--- src/rtl/uart_tx.sv ---
// Serial UART transmitter: 5-8 data bits, optional even parity, 1 or 2 stop bits, nine baud rates.
// Frame begins the cycle after acceptance; tx_ready is high only in IDLE, so a new byte waits until the frame ends.
module uart_tx #(
    parameter int CLK_FREQ = 100_000_000
) (
    input  logic       clk,
    input  logic       rst,
    input  logic       config_register_ready,
    input  logic [3:0] baud_rate,
    input  logic [1:0] data_size,
    input  logic       parity_bit,
    input  logic       stop_bits,
    input  logic [7:0] tx_data,
    input  logic       tx_valid,
    output logic       tx_ready,
    output logic       tx_serial,
    output logic       tx_busy,
    output logic       tx_done
);

    localparam logic [15:0] DIV_0 = 16'(CLK_FREQ / 9600);
    localparam logic [15:0] DIV_1 = 16'(CLK_FREQ / 19200);
    localparam logic [15:0] DIV_2 = 16'(CLK_FREQ / 38400);
    localparam logic [15:0] DIV_3 = 16'(CLK_FREQ / 57600);
    localparam logic [15:0] DIV_4 = 16'(CLK_FREQ / 115200);
    localparam logic [15:0] DIV_5 = 16'(CLK_FREQ / 230400);
    localparam logic [15:0] DIV_6 = 16'(CLK_FREQ / 460800);
    localparam logic [15:0] DIV_7 = 16'(CLK_FREQ / 921600);
    localparam logic [15:0] DIV_8 = 16'(CLK_FREQ / 1843200);

    typedef enum logic [2:0] {IDLE, START, DATA, PARITY, STOP} state_t;

    state_t      state, state_n;
    logic [15:0] cnt, cnt_n;
    logic [15:0] div_q, div_sel;
    logic [2:0]  bit_idx, bit_idx_n;
    logic [7:0]  data_q;
    logic [1:0]  size_q;
    logic        par_q;
    logic        stop_q;
    logic        accept;
    logic        bit_end;

    always_comb begin
        case (baud_rate)
            4'd1:    div_sel = DIV_1;
            4'd2:    div_sel = DIV_2;
            4'd3:    div_sel = DIV_3;
            4'd4:    div_sel = DIV_4;
            4'd5:    div_sel = DIV_5;
            4'd6:    div_sel = DIV_6;
            4'd7:    div_sel = DIV_7;
            4'd8:    div_sel = DIV_8;
            default: div_sel = DIV_0;
        endcase
    end

    // Gating with rst keeps a same-cycle reset ahead of any acceptance.
    assign tx_ready = (state == IDLE) && config_register_ready && !rst;
    assign accept   = tx_ready && tx_valid;
    assign bit_end  = (cnt == div_q - 16'd1);
    assign tx_busy  = (state != IDLE);

    always_ff @(posedge clk) begin
        if (rst) begin
            state   <= IDLE;
            cnt     <= '0;
            bit_idx <= '0;
            div_q   <= '0;
            data_q  <= '0;
            size_q  <= '0;
            par_q   <= 1'b0;
            stop_q  <= 1'b0;
        end else begin
            state   <= state_n;
            cnt     <= cnt_n;
            bit_idx <= bit_idx_n;
            if (accept) begin
                // Unused upper bits are cleared so parity is a plain XOR of data_q.
                data_q <= tx_data & (8'hFF >> (2'd3 - data_size));
                div_q  <= div_sel;
                size_q <= data_size;
                par_q  <= parity_bit;
                stop_q <= stop_bits;
            end
        end
    end

    always_comb begin
        state_n   = state;
        cnt_n     = cnt;
        bit_idx_n = bit_idx;
        tx_serial = 1'b1;
        tx_done   = 1'b0;
        case (state)
            IDLE: begin
                if (accept) begin
                    state_n   = START;
                    cnt_n     = '0;
                    bit_idx_n = '0;
                end
            end
            START: begin
                tx_serial = 1'b0;
                if (bit_end) begin
                    cnt_n   = '0;
                    state_n = DATA;
                end else begin
                    cnt_n = cnt + 16'd1;
                end
            end
            DATA: begin
                tx_serial = data_q[bit_idx];
                if (bit_end) begin
                    cnt_n = '0;
                    // Last data bit index is N-1 = 4 + data_size.
                    if (bit_idx == {1'b1, size_q}) begin
                        bit_idx_n = '0;
                        state_n   = par_q ? PARITY : STOP;
                    end else begin
                        bit_idx_n = bit_idx + 3'd1;
                    end
                end else begin
                    cnt_n = cnt + 16'd1;
                end
            end
            PARITY: begin
                tx_serial = ^data_q;
                if (bit_end) begin
                    cnt_n   = '0;
                    state_n = STOP;
                end else begin
                    cnt_n = cnt + 16'd1;
                end
            end
            STOP: begin
                tx_serial = 1'b1;
                if (bit_end) begin
                    cnt_n = '0;
                    if (bit_idx == {2'b00, stop_q}) begin
                        tx_done   = 1'b1;
                        bit_idx_n = '0;
                        state_n   = IDLE;
                    end else begin
                        bit_idx_n = bit_idx + 3'd1;
                    end
                end else begin
                    cnt_n = cnt + 16'd1;
                end
            end
            default: state_n = IDLE;
        endcase
    end

endmodule

--- config.mk ---
export PLATFORM = sky130hd
export DESIGN_NAME = uart_tx
export DESIGN_NICKNAME = d
export VERILOG_FILES = /design/src/rtl/uart_tx.sv
export SDC_FILE = /design/constraint.sdc
export NUM_CORES = 1
export LEC_CHECK = 0
export BUFFER_PORTS_ARGS = -buffer_cell sky130_fd_sc_hd__buf_2
export CAP_MARGIN = 20
export CORE_UTILIZATION = 53
export CTS_CLUSTER_SIZE = 16
export DETAILED_ROUTE_END_ITERATION = 16
export PLACE_DENSITY = 0.74
export SETUP_SLACK_MARGIN = 0.1
export SYNTH_ARGS = -nofsm -noshare
export SYNTH_HDL_FRONTEND = slang
export SYNTH_SLANG_ARGS = --single-unit
--- constraint.sdc ---
create_clock -name clk -period 3.1 [get_ports clk]
set_clock_uncertainty 0.05 [all_clocks]
set_input_delay 0.155 -clock clk [delete_from_list [all_inputs] [get_ports clk]]
set_output_delay 0.155 -clock clk [all_outputs]
set_load 0.03 [all_outputs]
# Word-level counts from Yosys, hierarchy flattened
# Memory sizes are Yosys's and may differ from the RTL's. A register that Yosys moved wholly into a read port is not among the register bits.
# Index checks and enable logic that the tools add are counted.
[word_totals]
reg_bits = 50
mem_bits_ro = 224
in_bits = 20
wordCells = 67
n_memories = 1
[op_classes]
addsub = 4
order_cmp = 1
eq_ne = 14
shifts = 1
muxes = 24
bitwise_logic = 1
n_reduce_logical = 13
[memory_table]
columns = ["memory", "words", "width", "read_ports", "rd_ports_with_merged_regs", "write_ports", "line", "source"]
rows = [
  ["(no name shown)", 16, 14, 1, 1, 0, "45", "case (baud_rate)"],
]
[op_table]
columns = ["cell", "n"]
rows = [
  ["$mux 3", 13],
  ["$mux 16", 2],
  ["$pmux 16 s2", 1],
  ["$add 16x1->16 const B", 1],
  ["$eq 16x16->1", 1],
  ["$sub 16x1->16 const B", 1],
  ["$pmux 3 s5", 1],
  ["$ne 2x2->1 const B", 7],
  ["$pmux 3 s3", 1],
  ["$and 8x8->8", 1],
  ["$reduce_xor 8->1", 1],
  ["$shr 8x2->8 const A", 1],
  ["$reduce_and 7->1", 1],
  ["$eq 3x2->1 const B", 2],
  ["$reduce_bool 3->1", 2],
  ["$lt 3x4->1 const B", 1],
  ["$mux 1", 4],
  ["$reduce_and 4->1", 1],
  ["$reduce_or 4->1", 1],
  ["$add 3x1->3 const B", 1],
  ["$bmux 1 s3", 1],
  ["$eq 3x1->1", 1],
  ["$eq 3x1->1 const B", 1],
  ["$eq 3x3->1", 1],
  ["other kinds (8)", 10],
]

# Longest topological paths before layout
# Gate-level depths: netlist of run 1.
[logic_depth]
word_depth = 6
ltp_mapped = 12
mapped_depth_nobuf = 9

# Least setup slack after synthesis of run 1
# OpenSTA, ideal clock, no wires.
[synth_path]
kind = "register -> output"
start = "reg div_q[0]"
end = "out tx_done"
arrival_time_ns = 2.570
t_required_ns = 2.895
path_slack_ns = 0.325
stages_incl_launch_ff = 11
path_buffers = 1
cell_sequence = "dfxtp_1 -> clkbuf_1 -> inv_1 -> ha_1 -> or3_1 -> nor3_1 -> o21ai_0 -> a22o_1 -> nor2_1 -> o211ai_1 -> nor3_1"
[synth_between]
elab_chain_len = 4
[synth_lines]
columns = ["element", "line", "source"]
rows = [
  ["start: declaration", "35", "logic [15:0] div_q, div_sel;"],
  ["$sub 16x1->16", "61", "assign bit_end = (cnt == div_q - 16'd1);"],
  ["$eq 16x16->1", "61", ""],
  ["$mux 1", "138", "if (bit_end) begin"],
  ["$mux 1", "95", "case (state)"],
  ["end: declaration", "18", "output logic tx_done"],
]
# No other way between the ends.

# Final worst setup path of run 1
[layout_path]
start = "reg div_q[1]"
end = "out tx_done"
# Same word-level chain as after synthesis.

==> key figures, run 1 <==
Worst setup path
  • Crit-path max FO: 16
  • Critical path class: reg2out
  • Worst Setup Start Kind: flip-flop
  • CP required: between 2 and 3 ns
  • Worst Setup End Kind: primary output
  • CP arrival: around 2.6 ns

Detailed routing
  • Post-route DRC violation count: 0
  • Detail Route Antenna Nets: 0
  • Vias: 2938
  • Total routed wirelength: approximately 7.3 mm
  • Per-cell routed wire length: 15.05 um
  • Vias per inst: approximately 6.1
  • Pre-Repair DR Iteration Count: 5
  • First DRT Iteration DRCs: 178

Synthesis
  • Async set-reset flop share out of synthesis: 0
  • Post-synthesis register bit count: 48
  • Cells after synthesis: ~400
  • Number of synthesized flops with an enable pin: 0
  • Netlist Area Pre-Place: approximately 3200 um^2
  • Syn_nets: 430
  • Post-synthesis sequential area ratio: 0.3002
  • Synth Area in XOR/XNOR: 0.1013
  • Synth Area in Simple Gates: 0.3084
  • Yosys cell types: 62
  • Synth warn: 0
  • Syn avg cell area: between 7 and 8 um^2
  • Mux share of post-synthesis cell area: 0.03597
  • Compound-Gate Fraction of Synth Area: 0.1704
  • Adder-cell share of the synthesized area: 0.02737
  • Synth Flop Type: dfxtp_1
  • Main combinational cell family by area after synthesis: simple AND/OR/NAND/NOR gates

Cells and area
  • Nets: around 440
  • Area Overhead vs Synth: 9.421%
  • Antenna Cells: 0
  • Commonest cells after routing, fill and taps aside: nand2_1 (46), dfxtp_1 (46), nor2_1 (28)
  • Layout cell share with drive strength beyond 1: 0.1380
  • Core Util, Final: 0.6171
  • Non-Filler Instances: ~490

Pwr
  • Internal: slightly below 1 mW
  • Clk pwr share: 0.341
  • Flop pwr share: 0.490
  • Switching Fraction: 0.2723
  • Lkg Pwr: 1.306 nW
  • Peak supply drop: ~0.29 mV
  • Switch Pwr: roughly 0.36 mW
  • Power share of the combinational group: 0.169
  • Design Power: 1.334 mW
  • P per Cell Area: between 300 and 400 nW/um^2

Clock tree
  • Clock Path Buffers: 2
  • H-tree lvl count: 2
  • TritonCTS clock tree: yes
  • Post-CTS setup buffer count: 0
  • Root Driver: clkbuf_8
  • Worst skew pair latency: between 0.3 and 0.4 ns
  • Clk slew on worst S/H paths: approximately 0.090 ns
  • CTS Sinks: 48
  • CTS Buf Count: 5

Die
  • Die area: ~6400 um^2
  • Row count: 27
  • Initial Util: 0.5639
  • Core Region: around 5700 um^2
  • Io pins: 24
  • DIE HEIGHT: 79.71 um
  • Die Width: around 80 um

STA
  • Tightest Pin Transition: about 0.56 ns
  • Max frequency: about 360 MHz
  • Final Setup Violations: 0
  • Final Worst Setup Slack: 0.3394 ns
  • Slew Limit Fails: 0
  • Slew Limit Headroom: 0.6209
  • TNS Setup: 0 ns
  • Final worst path period need: 2.761 ns
  • Unrepaired setup endpoints after global routing: no
  • Hold Fails Final Rpt: 0
  • Fin crit share: 0.8905

GRT
  • GRT Overall Usage: 0.2436
  • Final global-route overflow total: 0
  • First-pass GRT wire length: roughly 12 mm
  • Vias in the first global route: about 2.6k
  • Largest net degree at the start of global routing: between 40 and 50
  • Initial antenna violation count: 0

Flow run
  • Total of max-cap violations: 0

Placed design
  • # port buffers: 23
  • DP Cell Count: 470
  • GP Congestion: roughly 0.84
  • Pre-CTS setup slack: between 0.3 and 0.4 ns
  • Post-DP HPWL: around 5.2 mm

Hold path
  • Min-Delay Path Class: in2reg

Status
  • Run status: completed
[registers in the layout, summed over array words and instances, names as in the netlist]
signal and count:
state 3, par_q 1, div_q 14, data_q 8, cnt 16, bit_idx 3, stop_q 1, size_q 2
[per-layer routing]
metal	track usage	vias to the layer above	wire length (um)	part of all wire
li1	-	1461	-	-
met1	0.3396	1384	3684	0.50
met2	0.3778	81	3184	0.44
met3	0.04000	12	319	0.044
met4	0.08182	0	112	0.015
met5	0	-	0	0
[metrics by stage]
| step | hold slack (ns) | instance area, um^2 |
|---|---|---|
| 3_5_place_dp | 0.2924 | 3306 |
| 6_report | 0.01327 | 3502 |
| 4_1_cts | 0.008859 | 3488 |
| 5_1_grt | 0.05781 | 3502 |
| 3_3_place_gp | 0.2867 | 3306 |
| 2_1_floorplan | 0.2040 | 3201 |
[cells by family (layout without fill, tap and decap cells)]
family,Yosys count,after routing
AO/OA/AOI/OAI,77,77
flip-flops,48,48
multiplexers,9,9
AND/OR/NAND/NOR,182,182
XOR/XNOR,37,37
buffers and inverters,43,53
adder cells (fa/ha/maj),7,7
[worst paths after layout]
path	cells after the start	slack (ns)	startpoint	endpoint
worst max-delay path	10	0.34	div_q[1]	tx_done
worst min-delay path	3	0.01	data_size[0]	size_q[0]
worst max register to register	9	0.61	div_q[1]	cnt[9]
worst min register to register	2	0.44	data_q[5]	data_q[5]
[area by class of cell]
class | count | area (um^2)
Clock inverter | 3 | 42.54
Inverter | 12 | 45.04
Multi-Input combinational cell | 312 | 2067
Fill cell | 476 | 2173
Sequential cell | 48 | 965.9
Clock buffer | 5 | 68.82
Tap cell | 72 | 90.09
Timing Repair Buffer | 33 | 222.7
[power by group through the flow]
stage | Combinational [mW] | Clock, mW | Sequential [mW]
2_1_floorplan | 0.176 | 0 | 0.657
3_3_place_gp | 0.214 | 0 | 0.668
3_5_place_dp | 0.216 | 0 | 0.668
4_1_cts | 0.223 | 0.462 | 0.654
5_1_grt | 0.248 | 0.491 | 0.657
6_report | 0.226 | 0.455 | 0.654
[worst max-delay path, cell delays in order (launching register included)]
cell	delay, ns
dfxtp_2	0.42
inv_1	0.08
ha_2	0.27
or3_1	0.35
nor3_1	0.14
o21ai_0	0.10
a22o_1	0.27
nor2_1	0.12
o211ai_1	0.12
nor3_2	0.19
buf_4	0.18
[cells in the mapped netlist (2+ instances only)]
cell type / instances / area share
buf_1: 3 / 0.0035
ha_1: 7 / 0.027
mux4_2: 2 / 0.014
nor2_1: 28 / 0.033
nand2b_1: 3 / 0.0059
clkbuf_1: 23 / 0.027
o41ai_1: 3 / 0.0082
nor4b_1: 2 / 0.0055
xor2_1: 13 / 0.036
buf_6: 2 / 0.0070
o211ai_1: 4 / 0.0094
nor3_1: 24 / 0.038
nand4_1: 5 / 0.0098
a21oi_1: 19 / 0.030
nor3b_1: 2 / 0.0047
nand2_1: 46 / 0.054
a211oi_1: 7 / 0.016
or2_2: 2 / 0.0039
buf_2: 3 / 0.0047
xnor2_1: 24 / 0.066
o21ai_1: 4 / 0.0063
and4_1: 2 / 0.0055
nor4_1: 7 / 0.014
o221ai_1: 2 / 0.0055
mux2i_1: 7 / 0.022
inv_1: 12 / 0.014
nand4b_1: 2 / 0.0055
nand3_1: 19 / 0.030
o21ai_0: 10 / 0.016
nand3b_1: 10 / 0.023
and3_1: 9 / 0.018
a31oi_1: 4 / 0.0078
o21bai_1: 4 / 0.0094
or4_4: 2 / 0.0070
a32o_1: 2 / 0.0063
nor4_2: 2 / 0.0078
dfxtp_1: 48 / 0.30
nor2b_1: 8 / 0.016
or3_1: 4 / 0.0078
[timing repair]
action / in CTS / in global routing
hold buffers: 7 / 0
setup endpoints to repair: 1 / 1
gates resized for setup: 1 / 5
hold endpoints to repair: 7 / 0
No activity file was read; power rests on OpenSTA's default activity.
==> run 2: changes to the inputs <==
==> constraint.sdc (replaced) <==
create_clock -name clk -period 3.1 [get_ports clk]
set_clock_uncertainty 0.05 [all_clocks]
set_input_delay 0.155 -clock clk [delete_from_list [all_inputs] [get_ports clk]]
set_output_delay 0.155 -clock clk [all_outputs]
set_load 0.1 [all_outputs]
==> run 2 against run 1 <==
Effect of this change: die area unchanged; highest routed layer unchanged; worst setup slack got worse by 0.038 ns; global-route usage increased by 0.24 points; clock power about the same; critical path depth unchanged; sequential cell count unchanged; maximum frequency decreased by 1.4%; utilization increased by 0.31 points; first-iteration DRC count increased by 6.2%; via count decreased by 0.78%.
==> key figures, run 2 (synthesized netlist as in run 1, its figures left out) <==
Worst setup path
  • Reg-to-reg slack, setup: 0.64 ns (was 0.61 ns)
  • Delay-heaviest family, CP: simple AND/OR/NAND/NOR gates (unchanged)
  • Worst Setup Start Kind: flip-flop (unchanged)
  • CP required: 2.89 ns (about the same)
  • Slowest-stage cell, CP: dfxtp_4 (was dfxtp_2)
  • Crit-path max FO: 16 (unchanged)
  • Critical-path cell list: inv_1 > ha_2 > or3_1 > nor3_1 > o21ai_0 > a22o_1 > nor2_1 > o211ai_1 > nor3_4 > buf_12 (was inv_1 > ha_2 > or3_1 > nor3_1 > o21ai_0 > a22o_1 > nor2_1 > o211ai_1 > nor3_2 > buf_4)
  • CP arrival: 2.59 ns (was 2.56 ns)
  • Worst path buffer plus inverter count: 2 (unchanged)
  • Worst Setup End Kind: primary output (unchanged)
  • Slowest cell delay on critical path: 0.41 ns (was 0.42 ns)
  • Critical path class: reg2out (unchanged)

Cells and area
  • Multi-input logic area: 2073 um^2 (was 2067 um^2)
  • Antenna Cells: 0 (unchanged)
  • Largest register FFs: 16 (unchanged)
  • Fillers: 509 (was 476)
  • Biggest register: cnt (unchanged)
  • Storage cell area: 968.4 um^2 (was 965.9 um^2)
  • Finished Cell Area: 3520 um^2 (was 3502 um^2)
  • Nets: 439 (unchanged)
  • Layout cell share with drive strength beyond 1: 0.1356 (was 0.1380)
  • Area Overhead vs Synth: 9.969% (was 9.421%)
  • Commonest cells after routing, fill and taps aside: nand2_1 (46), dfxtp_1 (46), nor2_1 (28) (unchanged)
  • Largest regs: cnt: 16 flops, div_q: 14 flops, data_q: 8 flops (unchanged)

Clock tree
  • Clock Path Buffers: 2 (unchanged)
  • H-tree lvl count: 2 (unchanged)
  • Worst skew pair latency: 0.31 ns (about the same)
  • Root Driver: clkbuf_8 (unchanged)
  • TritonCTS clock tree: yes (unchanged)
  • CTS Sinks: 48 (unchanged)
  • Clk slew on worst S/H paths: 0.08 ns (was 0.09 ns)
  • CTS Buf Count: 5 (unchanged)
  • Post-CTS setup buffer count: 0 (unchanged)

Placed design
  • GP Congestion: 0.8590 (was 0.8395)
  • Post-DP HPWL: 5.207 mm (was 5.161 mm)
  • # port buffers: 23 (unchanged)
  • Post-Place Cell Area: 3332 um^2 (was 3306 um^2)

Pwr
  • Lkg Pwr: 1.311 nW (was 1.306 nW)
  • Design Power: 1.344 mW (was 1.334 mW)
  • P per Cell Area: 382.0 nW/um^2 (was 381.1 nW/um^2)
  • Peak supply drop: 0.2312 mV (was 0.2876 mV)

Die
  • Core Region: 5675 um^2 (unchanged)
  • Die area: 6354 um^2 (unchanged)
  • Row count: 27 (unchanged)
  • Die Width: 79.71 um (unchanged)
  • Io pins: 24 (unchanged)
  • DIE HEIGHT: 79.71 um (unchanged)
  • Initial Util: 0.5639 (unchanged)

Detailed routing
  • Detail Route Antenna Nets: 0 (unchanged)
  • Pre-Repair DR Iteration Count: 5 (unchanged)
  • Vias: 2915 (was 2938)
  • Per-cell routed wire length: 14.89 um (was 15.05 um)
  • Vias per inst: 6.010 (was 6.058)
  • First DRT Iteration DRCs: 189 (was 178)
  • Total routed wirelength: 7.222 mm (was 7.300 mm)
  • Post-route DRC violation count: 0 (unchanged)

GRT
  • Vias in the first global route: 2574 (was 2555)
  • Initial antenna violation count: 0 (unchanged)
  • First-pass GRT wire length: 12.27 mm (was 12.00 mm)
  • GRT Overall Usage: 0.2459 (was 0.2436)
  • Final global-route overflow total: 0 (unchanged)
  • Largest net degree at the start of global routing: 41 (unchanged)

STA
  • Unrepaired setup endpoints after global routing: no (unchanged)
  • TNS Setup: 0 ns (unchanged)
  • Slew Limit Headroom: 0.6280 (was 0.6209)
  • Final worst path period need: 2.799 ns (was 2.761 ns)
  • Worst hold margin: 0.01340 ns (was 0.01327 ns)
  • Max frequency: 357.3 MHz (was 362.2 MHz)
  • Hold Fails Final Rpt: 0 (unchanged)
  • Final Setup Violations: 0 (unchanged)
  • Tightest Pin Transition: 0.5530 ns (was 0.5635 ns)
  • Fin crit share: 0.9029 (was 0.8905)
  • Slew Limit Fails: 0 (unchanged)

Flow run
  • Total of max-cap violations: 0 (unchanged)

Status
  • Run status: completed (unchanged)

Hold path
  • Min-Delay Path Class: in2reg (unchanged)
-- run 2: per-stage QoR --
stage          cells  utilization  worst slack [ns]
2_1_floorplan    403            -            0.1679
6_report         485       0.6202            0.3011
5_1_grt          485       0.6202            0.1326
4_1_cts          485       0.6190            0.1583
3_5_place_dp     470       0.5871            0.3405
3_3_place_gp     470       0.5871            0.3867
-- run 2: worst paths after layout --
kind | startpoint | endpoint | cells past startpoint
min reg2reg | size_q[1] | size_q[1] | 2
max | div_q[0] | tx_done | 10
min | data_size[0] | size_q[0] | 3
max reg2reg | div_q[1] | cnt[2] | 9
-- run 2: layout make-up --
cell class,instances,share of cell area
Timing Repair Buffer,33,0.06683
Clock inverter,2,0.009954
Sequential cell,48,0.2752
Multi-Input combinational cell,312,0.5891
Inverter,12,0.01280
Tap cell,72,0.02560
Clock buffer,6,0.02062
-- run 2: worst register-to-register path, cell delays in order (launching register included) --
cell	delay, ns
dfxtp_4	0.38
inv_1	0.08
ha_2	0.34
and3_1	0.20
o2bb2ai_1	0.06
a211oi_1	0.32
and3_1	0.28
nand4b_4	0.25
nor2_4	0.30
nor3_1	0.09
-- run 2: layer usage --
metal  global-route usage  vias to the layer above  share of wire
li1                     -                     1467              -
met1               0.3615                     1392           0.51
met2               0.3658                       46           0.43
met3              0.03771                       10          0.040
met4              0.07091                        0          0.013
met5                    0                        -              0
-- run 2: where the power goes --
part,total [mW],switching (mW),internal [mW]
registers,0.653,0.0230,0.630
clock network,0.452,0.212,0.240
logic,0.240,0.138,0.102
-- run 2: timing repair --
action                                 4_1_cts  5_1_grt
gates cloned                                 0        0
gates resized for setup                      2        3
hold buffers                                 7        0
setup endpoints to repair                    1        1
endpoints found under the hold margin        7        0
==> run 3: changes to the inputs <==
--- a/config.mk
+++ b/config.mk
@@ -7,10 +7,12 @@
 export LEC_CHECK = 0
 export BUFFER_PORTS_ARGS = -buffer_cell sky130_fd_sc_hd__buf_2
 export CAP_MARGIN = 20
-export CORE_UTILIZATION = 53
+export CELL_PAD_IN_SITES_DETAIL_PLACEMENT = 0
+export CELL_PAD_IN_SITES_GLOBAL_PLACEMENT = 2
+export CORE_UTILIZATION = 36
 export CTS_CLUSTER_SIZE = 16
 export DETAILED_ROUTE_END_ITERATION = 16
-export PLACE_DENSITY = 0.74
+export PLACE_DENSITY = 0.82
 export SETUP_SLACK_MARGIN = 0.1
 export SYNTH_ARGS = -nofsm -noshare
 export SYNTH_HDL_FRONTEND = slang
==> run 3 against run 2 <==
Effect of this change: clock power increased by 5.1%; non-clock buffer count increased by 2; first-iteration DRC count decreased by 5.8%; die area increased by 46%; critical path depth unchanged; hold slack improved by 0.0055 ns; sequential share of layout area decreased by 0.42 points; maximum frequency decreased by 0.33%; design area increased by 1.6%; critical path type unchanged; largest cell class unchanged; highest routed layer unchanged.
==> key figures, run 3 (synthesized netlist as in run 1, its figures left out) <==
Cells and area
  • Finished Cell Area: 3575 um^2 (was 3520 um^2)
  • Layout cell share with drive strength beyond 1: 0.1422 (was 0.1356)
  • Largest register FFs: 16 (unchanged)
  • Antenna Cells: 0 (unchanged)
  • Biggest register: cnt (unchanged)
  • Area Overhead vs Synth: 11.69% (was 9.969%)
  • Nets: 441 (was 439)
  • Largest regs: cnt: 16 flops, div_q: 14 flops, data_q: 8 flops (unchanged)
  • Commonest cells after routing, fill and taps aside: nand2_1 (46), dfxtp_1 (46), nor2_1 (28) (unchanged)
  • Core Util, Final: 0.4119 (was 0.6202)

GRT
  • First-pass GRT wire length: 13.08 mm (was 12.27 mm)
  • Largest net degree at the start of global routing: 41 (unchanged)
  • Vias in the first global route: 2635 (was 2574)
  • Final global-route overflow total: 0 (unchanged)
  • Initial antenna violation count: 0 (unchanged)
  • GRT Overall Usage: 0.1811 (was 0.2459)

Clock tree
  • Root Driver: clkbuf_8 (unchanged)
  • CTS Buf Count: 5 (unchanged)
  • CTS Sinks: 48 (unchanged)
  • H-tree lvl count: 2 (unchanged)
  • Clk slew on worst S/H paths: 0.10 ns (was 0.08 ns)
  • TritonCTS clock tree: yes (unchanged)
  • Worst skew pair latency: 0.30 ns (was 0.31 ns)
  • Clock Path Buffers: 2 (unchanged)

Pwr
  • Clk pwr share: 0.347 (was 0.336)
  • Power share of the combinational group: 0.176 (was 0.178)
  • P per Cell Area: 383.4 nW/um^2 (was 382.0 nW/um^2)
  • Internal: 0.9754 mW (was 0.9713 mW)
  • Switching Fraction: 0.2883 (was 0.2775)
  • Design Power: 1.370 mW (was 1.344 mW)
  • Switch Pwr: 0.3950 mW (was 0.3731 mW)
  • Peak supply drop: 0.2399 mV (was 0.2312 mV)
  • Lkg Pwr: 1.313 nW (was 1.311 nW)
  • Flop pwr share: 0.477 (was 0.486)

Worst setup path
  • Worst Setup End Kind: primary output (unchanged)
  • Delay-heaviest family, CP: simple AND/OR/NAND/NOR gates (unchanged)
  • Worst Setup EP: tx_done (unchanged)
  • Worst Setup Start Kind: flip-flop (unchanged)
  • Slowest cell delay on critical path: 0.41 ns (about the same)
  • Worst setup path startpoint: div_q[0] (unchanged)
  • Worst path buffer plus inverter count: 2 (unchanged)
  • CP arrival: 2.60 ns (was 2.59 ns)
  • Slowest-stage cell, CP: dfxtp_4 (unchanged)
  • Worst R2R End: cnt[8] (was cnt[2])
  • Reg2reg start: div_q[1] (unchanged)
  • Crit path depth: 10 (unchanged)
  • FF-to-FF path depth: 9 (unchanged)
  • Crit-path max FO: 16 (unchanged)
  • CP required: 2.89 ns (about the same)
  • Critical path class: reg2out (unchanged)
  • Critical-path cell list: inv_1 > ha_2 > or3_1 > o32ai_1 > a32o_1 > nand4_1 > nor2_1 > o211ai_1 > nor3_4 > buf_12 (was inv_1 > ha_2 > or3_1 > nor3_1 > o21ai_0 > a22o_1 > nor2_1 > o211ai_1 > nor3_4 > buf_12)
  • Reg-to-reg slack, setup: 0.55 ns (was 0.64 ns)

Detailed routing
  • Vias per inst: 5.476 (was 6.010)
  • Total routed wirelength: 7.933 mm (was 7.222 mm)
  • Post-route DRC violation count: 0 (unchanged)
  • First DRT Iteration DRCs: 178 (was 189)
  • Pre-Repair DR Iteration Count: 4 (was 5)
  • Vias: 2864 (was 2915)
  • Detail Route Antenna Nets: 0 (unchanged)
  • Per-cell routed wire length: 15.17 um (was 14.89 um)

STA
  • Worst hold margin: 0.01887 ns (was 0.01340 ns)
  • TNS Setup: 0 ns (unchanged)
  • Final Setup Violations: 0 (unchanged)
  • Slew Limit Fails: 0 (unchanged)
  • Unrepaired setup endpoints after global routing: no (unchanged)
  • Max frequency: 356.1 MHz (was 357.3 MHz)
  • Final worst path period need: 2.808 ns (was 2.799 ns)
  • Fin crit share: 0.9058 (was 0.9029)
  • Tightest Pin Transition: 0.5908 ns (was 0.5530 ns)
  • Slew Limit Headroom: 0.6025 (was 0.6280)
  • Hold Fails Final Rpt: 0 (unchanged)

Hold path
  • Min-Delay Path Class: in2reg (unchanged)
  • Hold Startpoint: data_size[0] (unchanged)

Die
  • Die area: 9272 um^2 (was 6354 um^2)
  • Initial Util: 0.3688 (was 0.5639)
  • Die Width: 96.29 um (was 79.71 um)
  • DIE HEIGHT: 96.29 um (was 79.71 um)
  • Row count: 34 (was 27)
  • Core Region: 8678 um^2 (was 5675 um^2)
  • Io pins: 24 (unchanged)

Placed design
  • Post-DP HPWL: 5.829 mm (was 5.207 mm)
  • Post-Place Cell Area: 3379 um^2 (was 3332 um^2)
  • # port buffers: 23 (unchanged)
  • GP Congestion: 0.7968 (was 0.8590)

Status
  • Run status: completed (unchanged)

Flow run
  • Total of max-cap violations: 0 (unchanged)
==> run 3: tightest hold or removal path, stage by stage <==
cell	delay, ns
buf_2	0.10
nand2_1	0.05
nand2_1	0.05
==> run 3: timing repair <==
action                                 4_1_cts  5_1_grt
resized for setup                            2        3
buffers inserted                             0        0
endpoints found under the hold margin        7        0
hold buffers                                 7        0
pin swaps                                    0        0
setup endpoints to repair                    1        1
==> run 3: stage by stage <==
stage                     worst slack (ns)  instances
final                               0.2920        523
after global routing                0.1048        523
after CTS                           0.1575        523
after detailed placement            0.3030        508
after global placement              0.3731        508
after floorplan                     0.1679        403
==> run 3: cell type report <==
| class | count | area [um^2] |
|---|---|---|
| fillers | 922 | 5104 |
| multi-input cells | 312 | 2073 |
| flip-flops and latches | 48 | 968.4 |
| repair buffers | 35 | 237.7 |
| well taps | 108 | 135.1 |
| clock buffers | 5 | 68.82 |
| clock inverters | 3 | 46.29 |
| inverters | 12 | 45.04 |
==> run 3: metal layers <==
layer | GRT usage | vias to the layer above | wire [um]
met3 | 0.02923 | 4 | 234
met2 | 0.2760 | 38 | 3485
li1 | - | 1471 | -
met5 | 0 | - | 0
met1 | 0.2660 | 1351 | 4152
met4 | 0.03799 | 0 | 60
==> run 3: worst min-delay path by stage <==
stage                     end  slack, ns  cells after the start
floorplan           data_q[0]       0.20                      2
global placement       stop_q       0.29                      3
detailed placement  data_q[1]       0.29                      3
CTS                 size_q[0]      0.005                      3
global route        size_q[0]       0.02                      3
finish              size_q[0]       0.02                      3
==> run 3: power by group through the flow <==
stage	logic, mW	clock network, mW	registers [mW]
2_1_floorplan	0.189	0	0.657
3_3_place_gp	0.233	0	0.669
3_5_place_dp	0.234	0	0.669
4_1_cts	0.242	0.492	0.655
5_1_grt	0.267	0.518	0.657
6_report	0.242	0.475	0.654
